`src/rtl/ravenoc_pkg.sv`:
```
// Shared RaveNoC definitions: flit type encoding, default sizing and
// wormhole arbiter FSM state encodings.
package ravenoc_pkg;

  localparam int N_VIRT_CHN   = 3;
  localparam int FLIT_WIDTH   = 34;
  localparam int PKT_SZ_WIDTH = 8;

  typedef enum logic [1:0] {
    HEAD_FLIT = 2'b00,
    BODY_FLIT = 2'b01,
    TAIL_FLIT = 2'b10
  } flit_type_t;

  localparam logic [0:0] ST_IDLE   = 1'b0;
  localparam logic [0:0] ST_LOCKED = 1'b1;

endpackage

```
`src/rtl/vc_wormhole_arbiter_rr_arbiter.sv`:
```
// Combinational requester picker: round-robin from ptr_i upward with wrap,
// or fixed priority (highest index wins) when VC_FIXED_PRIO_EN is defined.
module rr_arbiter #(
  parameter int N     = 3,
  parameter int IDX_W = $clog2(N)
) (
  input  logic [N-1:0]     req_i,
  input  logic [IDX_W-1:0] ptr_i,
  output logic [N-1:0]     gnt_o,
  output logic [IDX_W-1:0] idx_o,
  output logic             any_o
);

`ifdef VC_FIXED_PRIO_EN
  logic unused_ptr;
  assign unused_ptr = ^ptr_i;

  always_comb begin
    idx_o = '0;
    any_o = 1'b0;
    for (int i = 0; i < N; i++) begin
      if (req_i[i]) begin
        idx_o = IDX_W'(i);
        any_o = 1'b1;
      end
    end
    gnt_o = '0;
    if (any_o) gnt_o[idx_o] = 1'b1;
  end
`else
  // Walk offsets from farthest to nearest so the nearest requester wins last.
  always_comb begin
    int cand;
    cand  = 0;
    idx_o = '0;
    any_o = 1'b0;
    for (int k = N - 1; k >= 0; k--) begin
      cand = (int'(ptr_i) + k) % N;
      if (req_i[cand]) begin
        idx_o = IDX_W'(cand);
        any_o = 1'b1;
      end
    end
    gnt_o = '0;
    if (any_o) gnt_o[idx_o] = 1'b1;
  end
`endif

endmodule

```
`src/rtl/vc_wormhole_arbiter.sv`:
```
// Wormhole output-link scheduler: a head flit locks the link to its VC until the
// tail transfers. Define VC_FIXED_PRIO_EN for fixed-priority (highest VC) arbitration.
module vc_wormhole_arbiter #(
  parameter int N_VIRT_CHN   = ravenoc_pkg::N_VIRT_CHN,
  parameter int FLIT_WIDTH   = ravenoc_pkg::FLIT_WIDTH,
  parameter int PKT_SZ_WIDTH = ravenoc_pkg::PKT_SZ_WIDTH
) (
  input  logic                             clk,
  input  logic                             arst,
  input  logic [N_VIRT_CHN-1:0]            vc_valid_i,
  input  logic [N_VIRT_CHN*FLIT_WIDTH-1:0] vc_flit_i,
  output logic [N_VIRT_CHN-1:0]            vc_ready_o,
  output logic [FLIT_WIDTH-1:0]            flit_o,
  output logic                             valid_o,
  output logic [$clog2(N_VIRT_CHN)-1:0]    vc_id_o,
  input  logic                             ready_i,
  output logic                             locked_o,
  output logic                             err_o
);
  import ravenoc_pkg::*;

  localparam int IDX_W = $clog2(N_VIRT_CHN);

  logic [0:0]              state_q, state_d;
  logic [IDX_W-1:0]        lock_vc_q, lock_vc_d;
  logic [PKT_SZ_WIDTH-1:0] cnt_q, cnt_d;
  logic                    err_q, err_d;
  logic [IDX_W-1:0]        rr_ptr_q;

  logic [N_VIRT_CHN-1:0]   head_req;
  logic [N_VIRT_CHN-1:0]   arb_gnt;
  logic [IDX_W-1:0]        arb_idx;
  logic                    arb_any;
  logic [IDX_W-1:0]        sel;
  logic [FLIT_WIDTH-1:0]   sel_flit;
  flit_type_t              sel_type;
  logic                    xfer;

  // Only head flits may open a new packet on the link.
  always_comb begin
    head_req = '0;
    for (int i = 0; i < N_VIRT_CHN; i++) begin
      head_req[i] = vc_valid_i[i] &&
                    (vc_flit_i[i*FLIT_WIDTH + FLIT_WIDTH - 1 -: 2] == HEAD_FLIT);
    end
  end

  rr_arbiter #(.N(N_VIRT_CHN), .IDX_W(IDX_W)) u_arb (
    .req_i (head_req),
    .ptr_i (rr_ptr_q),
    .gnt_o (arb_gnt),
    .idx_o (arb_idx),
    .any_o (arb_any)
  );

  always_comb begin
    sel        = (state_q == ST_LOCKED) ? lock_vc_q : arb_idx;
    sel_flit   = vc_flit_i[int'(sel)*FLIT_WIDTH +: FLIT_WIDTH];
    sel_type   = flit_type_t'(sel_flit[FLIT_WIDTH-1 -: 2]);
    valid_o    = 1'b0;
    vc_ready_o = '0;
    if (!arst) begin
      if (state_q == ST_LOCKED) begin
        valid_o               = vc_valid_i[lock_vc_q];
        vc_ready_o[lock_vc_q] = vc_valid_i[lock_vc_q] & ready_i;
      end else begin
        valid_o    = arb_any;
        vc_ready_o = arb_gnt & {N_VIRT_CHN{ready_i}};
      end
    end
    xfer = valid_o & ready_i;
  end

  assign flit_o   = sel_flit;
  assign vc_id_o  = sel;
  assign locked_o = (state_q == ST_LOCKED);
  assign err_o    = err_q;

  always_comb begin
    state_d   = state_q;
    lock_vc_d = lock_vc_q;
    cnt_d     = cnt_q;
    err_d     = 1'b0;
    if (xfer) begin
      if (state_q == ST_IDLE) begin
        if (sel_flit[PKT_SZ_WIDTH-1:0] != '0) begin
          cnt_d     = sel_flit[PKT_SZ_WIDTH-1:0];
          lock_vc_d = arb_idx;
          state_d   = ST_LOCKED;
        end
      end else begin
        cnt_d = (cnt_q == '0) ? '0 : cnt_q - 1'b1;
        // Any framing violation releases the link so the next packet can proceed.
        case (sel_type)
          TAIL_FLIT: begin
            err_d   = (cnt_q != PKT_SZ_WIDTH'(1));
            state_d = ST_IDLE;
          end
          HEAD_FLIT: begin
            err_d   = 1'b1;
            state_d = ST_IDLE;
          end
          default: begin
            if (cnt_q == PKT_SZ_WIDTH'(1)) begin
              err_d   = 1'b1;
              state_d = ST_IDLE;
            end
          end
        endcase
      end
    end
  end

  always_ff @(posedge clk) begin
    if (arst) begin
      state_q   <= ST_IDLE;
      lock_vc_q <= '0;
      cnt_q     <= '0;
      err_q     <= 1'b0;
    end else begin
      state_q   <= state_d;
      lock_vc_q <= lock_vc_d;
      cnt_q     <= cnt_d;
      err_q     <= err_d;
    end
  end

`ifdef VC_FIXED_PRIO_EN
  assign rr_ptr_q = '0;
`else
  logic [IDX_W-1:0] rr_ptr_d;

  always_comb begin
    rr_ptr_d = rr_ptr_q;
    if (xfer && state_q == ST_IDLE) begin
      rr_ptr_d = (arb_idx == IDX_W'(N_VIRT_CHN - 1)) ? '0 : arb_idx + 1'b1;
    end
  end

  always_ff @(posedge clk) begin
    if (arst) rr_ptr_q <= '0;
    else      rr_ptr_q <= rr_ptr_d;
  end
`endif

endmodule

```
`config.mk`:
```
export PLATFORM = sky130hd
export DESIGN_NAME = vc_wormhole_arbiter
export DESIGN_NICKNAME = d
export VERILOG_FILES = /design/src/rtl/ravenoc_pkg.sv /design/src/rtl/vc_wormhole_arbiter_rr_arbiter.sv /design/src/rtl/vc_wormhole_arbiter.sv
export SDC_FILE = /design/constraint.sdc
export NUM_CORES = 1
export LEC_CHECK = 0
export BUFFER_PORTS_ARGS = -buffer_cell sky130_fd_sc_hd__clkbuf_2
export CORE_MARGIN = 2
export CORE_UTILIZATION = 40
export CTS_CLUSTER_DIAMETER = 60
export CTS_CLUSTER_SIZE = 24
export DETAILED_ROUTE_END_ITERATION = 8
export HOLD_SLACK_MARGIN = 0.12
export PLACE_DENSITY = 0.82
export SYNTH_ARGS = -nofsm -noshare
export SYNTH_HDL_FRONTEND = slang
export SYNTH_SLANG_ARGS = --single-unit
```
`constraint.sdc`:
```
create_clock -name clk -period 3.5 [get_ports clk]
set_clock_uncertainty 0.05 [all_clocks]
set_input_delay 0.7 -clock clk [delete_from_list [all_inputs] [get_ports clk]]
set_output_delay 0.7 -clock clk [all_outputs]
set_load 0.1 [all_outputs]
```
# Yosys cells after proc, flatten, opt, wreduce, memory -nomap -nowiden
# Cells that the tools add are included.
# word_totals
input_bits,108
reg_bits,14
# op_classes
mux,37
addsub,4
n_div,3
n_reduce_logical,17
multipliers,1
shift,1
eq_ne,4
magnitude_cmp,7
bitwise,6
# ops
op,count
$shiftx A102 B9 Y34,1
$lt A32 B4 Y1 const B,3
$mod A32 B3 Y32 const B,2
$mod A3 B3 Y32 const B,1
$mux W8,3
$mux W1,19
$mux W2,5
$mux W3,3
$bmux W1 S2,4
$eq A8 B1 Y1 const B,1
$logic_not A2 Y1,4
$logic_not A8 Y1,1
$ne A8 B1 Y1 const B,1
$reduce_bool A8 Y1,1
$sub A8 B1 Y8 const B,1
$mul A2 B5 Y7 const B,1
$and A3 B3 Y3,2
$logic_and A1 B1 Y1,6
$lt A2 B3 Y1 const B,2
$demux W1 S2,2
$eq A2 B2 Y1 const B,2
$ge A2 B1 Y1 const B,2
$add A2 B1 Y3 const B,1
$add A2 B2 Y3 const B,1
other kinds (9),11

# Longest topological paths before layout
# logic_depth
ltp_word,16
mapped_depth,14
ltp_nobuf,11

# Cells and area by module
# A second synthesis with hierarchy kept.
# unflattened
hier_cells,283
area_unflattened_um2,2001.9
# by_module_without_submodules
module,area_each_um2,cells_each,seq_area_each_um2,instances
vc_wormhole_arbiter,1788.0,252,280.3,1
rr_arbiter,214.0,31,0.0,1

# Worst setup path after synthesis
# Ideal clock, no wire load.
# synth_path
path_kind,input to output
startpoint,input port vc_flit_i[66]
endpoint,output port flit_o[10]
required_time_ns,2.750
path_stages,8
t_arrival_ns,5.344
slack_ns,-2.594
cell_sequence,or3b_4 > nand3b_4 > o31ai_2 > buf_6 > buf_6 > buf_1 > mux2i_1 > o21ai_0
# synth_via
elab_chain_cells,11
# synth_rtl
item,line_no,text
"start, declared",vc_wormhole_arbiter.sv:11,"input logic [N_VIRT_CHN*FLIT_WIDTH-1:0] vc_flit_i,"
$logic_not A2 Y1 *,vc_wormhole_arbiter.sv:44,(vc_flit_i[i*FLIT_WIDTH + FLIT_WIDTH - 1 -: 2] == HEAD_FLIT);
$logic_and A1 B1 Y1 *,vc_wormhole_arbiter.sv:43,head_req[i] = vc_valid_i[i] &&
$bmux W1 S2,vc_wormhole_arbiter_rr_arbiter.sv:39,if (req_i[cand]) begin
$mux W1 (implied by the code) (2 in series),vc_wormhole_arbiter_rr_arbiter.sv:39,
$mux W2 (2 in series),vc_wormhole_arbiter_rr_arbiter.sv:39,
$mux W2 *,vc_wormhole_arbiter_rr_arbiter.sv:39,
$mux W2 *,vc_wormhole_arbiter.sv:57,sel = (state_q == ST_LOCKED) ? lock_vc_q : arb_idx;
via vc_id_o[0],vc_wormhole_arbiter.sv:15,"output logic [$clog2(N_VIRT_CHN)-1:0] vc_id_o,"
$mul A2 B5 Y7 *,vc_wormhole_arbiter.sv:58,sel_flit = vc_flit_i[int'(sel)*FLIT_WIDTH +: FLIT_WIDTH];
$shiftx A102 B9 Y34 *,vc_wormhole_arbiter.sv:58,
"end, declared",vc_wormhole_arbiter.sv:13,"output logic [FLIT_WIDTH-1:0] flit_o,"
# The timed path passes the listed nets; every way through them passes the cells marked *. The select of a mux whose other input is x is not followed.

# Worst setup path in the final report
# layout_path
startpoint,input port vc_flit_i[66]
endpoint,output port flit_o[0]
# layout_via
elab_chain_cells,11
# layout_rtl
item,line_no
$logic_not A2 Y1,vc_wormhole_arbiter.sv:44
$logic_and A1 B1 Y1,vc_wormhole_arbiter.sv:43
$bmux W1 S2,vc_wormhole_arbiter_rr_arbiter.sv:39
$mux W1 (implied by the code) (2 in series),vc_wormhole_arbiter_rr_arbiter.sv:39
$mux W2 (3 in series),vc_wormhole_arbiter_rr_arbiter.sv:39
$mux W2,vc_wormhole_arbiter.sv:57
$mul A2 B5 Y7,vc_wormhole_arbiter.sv:58
$shiftx A102 B9 Y34 *,vc_wormhole_arbiter.sv:58
# Every way passes the cells marked *; elsewhere a longest branch is shown, timed or not. The select of a mux whose other input is x is not followed.

==> metrics <==
status complete, but fails checks; failing checks negative setup slack; R2R Path Start rr_ptr_q[1]; Cells after Synth around 250; FMAX 0.270 GHz; worst slew pin tran roughly 0.54 ns; CP Capture Type primary output; Static Leakage ~1.8 nW; clk sink count 14; first-pass GRT wire length between 10000 and 15000 um; clk slew on worst S/H paths 0.06 ns; starting density of the core 42.1%; Slew Limit Headroom 63.8%; area of the mapped netlist 0.00186 sq mm; final hold vios 0; WL/cell about 25 um; Initial DRC Count 306; DRC 0; worst setup path class primary input to primary output; Rows 24; #FFs+latches synth 14; crit path max fanout 6; All-Layer GR Usage 33.1%; Final Cycle Share 106%; vias in the first global route ~2900; Mean Syn Cell Area around 7.3 sq um; final WL 12200 um; crit path time final between 3 and 4 ns; port buffer count approximately 150; Max clock buf depth 2; ys async rst share 0%; min-delay src cnt_q[7]; PnR worst setup slack -0.199 ns; unrepaired setup endpoints after global routing true; Post-synth EDFFs 0; Clock Latency Late Sink 0.25 ns; dpl ws -0.0836 ns; largest net degree at the start of global routing 36; DRT Pass-1 Iters 6; core area about 0.0044 sq mm; final instance area just over 0.004 sq mm; Worst Setup SP vc_flit_i[66]; Most used DFF post-synth dfxtp_1; yosys warns 0; fraction of layout cells with a size suffix above 1 63.5%; final net count 548; pwr/cell area 329 mW/mm^2; worst path arrival time 2.95 ns; dpl hpwl 6780 um; Die ar. approximately 0.0052 sq mm; Via Count 3187; fillers 147; Vias per Instance 6.56; die width slightly above 70 um; placed cell area 0.00369 sq mm; Congestion Overflow GR 0; CP startpoint kind primary input; chip height 72.1 um; syn nets around 370; Hold Path Class flop to flop; CTS tree yes; Worst EP required 2.75 ns; register area share after synthesis 15.1%; worst hold slack 0.449 ns; H-tree depth 1; Yosys cell types 55; final slew viol count 0; IO Pins 150; Worst VDD drop 0.320 mV; Layout area overhead 121%; GP Congestion 0.906; Clock Tree Root clkbuf_8; antenna violations before repair 0; endpoints failing setup 44; Max-Cap Viols 0; post-route ant nets 0; Num CTS Buffers 3
==> power by group <==
group / internal, mW / switching [mW]
clock network: 0.0765 / 0.0621
logic: 0.394 / 0.637
registers: 0.168 / 0.00958
total: 0.638 / 0.709
==> layer usage <==
layer | vias up | wire length (um) | track usage (%)
li1 | 1297 | - | -
met1 | 1449 | 4050 | 35.8
met2 | 328 | 5780 | 62.6
met3 | 113 | 1400 | 6.25
met4 | 0 | 1020 | 13.2
met5 | - | 0 | 0
==> path summary, 6_finish.rpt <==
check | endpoint | slack [ns] | cells after the start
worst min-delay path | cnt_q[7] | 0.45 | 2
worst max register to register | lock_vc_q[1] | -0.08 | 16
worst min register to register | cnt_q[7] | 0.45 | 2
worst max-delay path | flit_o[0] | -0.20 | 10
==> cell families (layout without fill, tap and decap cells) <==
family | Yosys count | count (layout) | share of synthesized area, %
AOI/OAI and AO/OA | 77 | 77 | 28.2
DFF | 14 | 14 | 15.1
buffers and inverters | 32 | 212 | 7.41
and+or+nand+nor | 84 | 84 | 24.0
adders and majority gates | 5 | 5 | 3.37
other | 0 | 1 | 0
muxes | 38 | 38 | 20.6
xor gates and xnor gates | 3 | 3 | 1.42
==> timing repair <==
action | in CTS | in global routing
endpoints found under the setup margin | 26 | 20
gates cloned | 0 | 3
gates resized for setup | 15 | 34
buffers inserted | 5 | 9
hold buffers | 0 | 0
pin swaps | 2 | 4
==> worst max-delay path, stage by stage <==
cell and delay, ns:
clkbuf_2 0.10, or3b_4 0.45, nand3b_4 0.21, o31ai_4 0.33, buf_6 0.18, buf_12 0.13
mux2i_1 0.21, a2bb2oi_1 0.32, inv_1 0.13, buf_12 0.18
==> area by class of cell <==
class                      count  area, sq um  area share (%)
multi-input combinational    207         1900            46.5
timing repair buffer         191         1730            42.2
sequential                    14          283            6.90
inverter                      18         75.1            1.83
tap                           52         65.1            1.59
clock buffer                   3         41.3            1.01
antenna                        1         2.50          0.0611
==> cell usage in the layout, fill, tap and decap left out, drive strengths merged, types with 3 or more instances in the layout <==
| cell | netlist | layout |
|---|---|---|
| a21oi | 11 | 11 |
| a2bb2oi | 8 | 8 |
| a31oi | 3 | 3 |
| buf | 9 | 78 |
| clkbuf | 5 | 116 |
| dfxtp | 14 | 14 |
| ha | 5 | 5 |
| inv | 18 | 16 |
| mux2i | 37 | 37 |
| nand2 | 37 | 37 |
| nand3 | 3 | 3 |
| nand4 | 5 | 5 |
| nor2 | 15 | 15 |
| o21ai | 32 | 32 |
| o22ai | 8 | 8 |
==> cells in the mapped netlist (3+ instances only) <==
library cell,n,area [sq um]
nor2_1,15,56.3
buf_1,5,18.8
nand3_1,3,15.0
nand2_1,37,139
ha_1,5,62.6
mux2i_1,37,370
dfxtp_1,14,280
a2bb2oi_1,7,61.3
o21ai_0,31,155
a21oi_1,11,55.1
inv_1,18,67.6
nand4_1,4,25.0
o22ai_1,7,43.8
clkbuf_1,5,18.8
==> registers in the layout (all words and copies together) (netlist names) <==
| signal | flops |
|---|---|
| err_o | 1 |
| rr_ptr_q | 2 |
| lock_vc_q | 2 |
| locked_o | 1 |
| cnt_q | 8 |
==> stage by stage <==
| step | utilization (%) | total power [mW] | cells | setup TNS (ns) |
|---|---|---|---|---|
| floorplan | - | 0.756 | 253 | -1.02 |
| global placement | 83.7 | 1.08 | 465 | 0 |
| detailed placement | 83.7 | 1.10 | 465 | -0.226 |
| CTS | 87.1 | 1.26 | 473 | 0 |
| global route | 92.8 | 1.38 | 485 | -8.05 |
| finish | 92.9 | 1.35 | 486 | -4.98 |
Power figures use the tool's default switching activity.
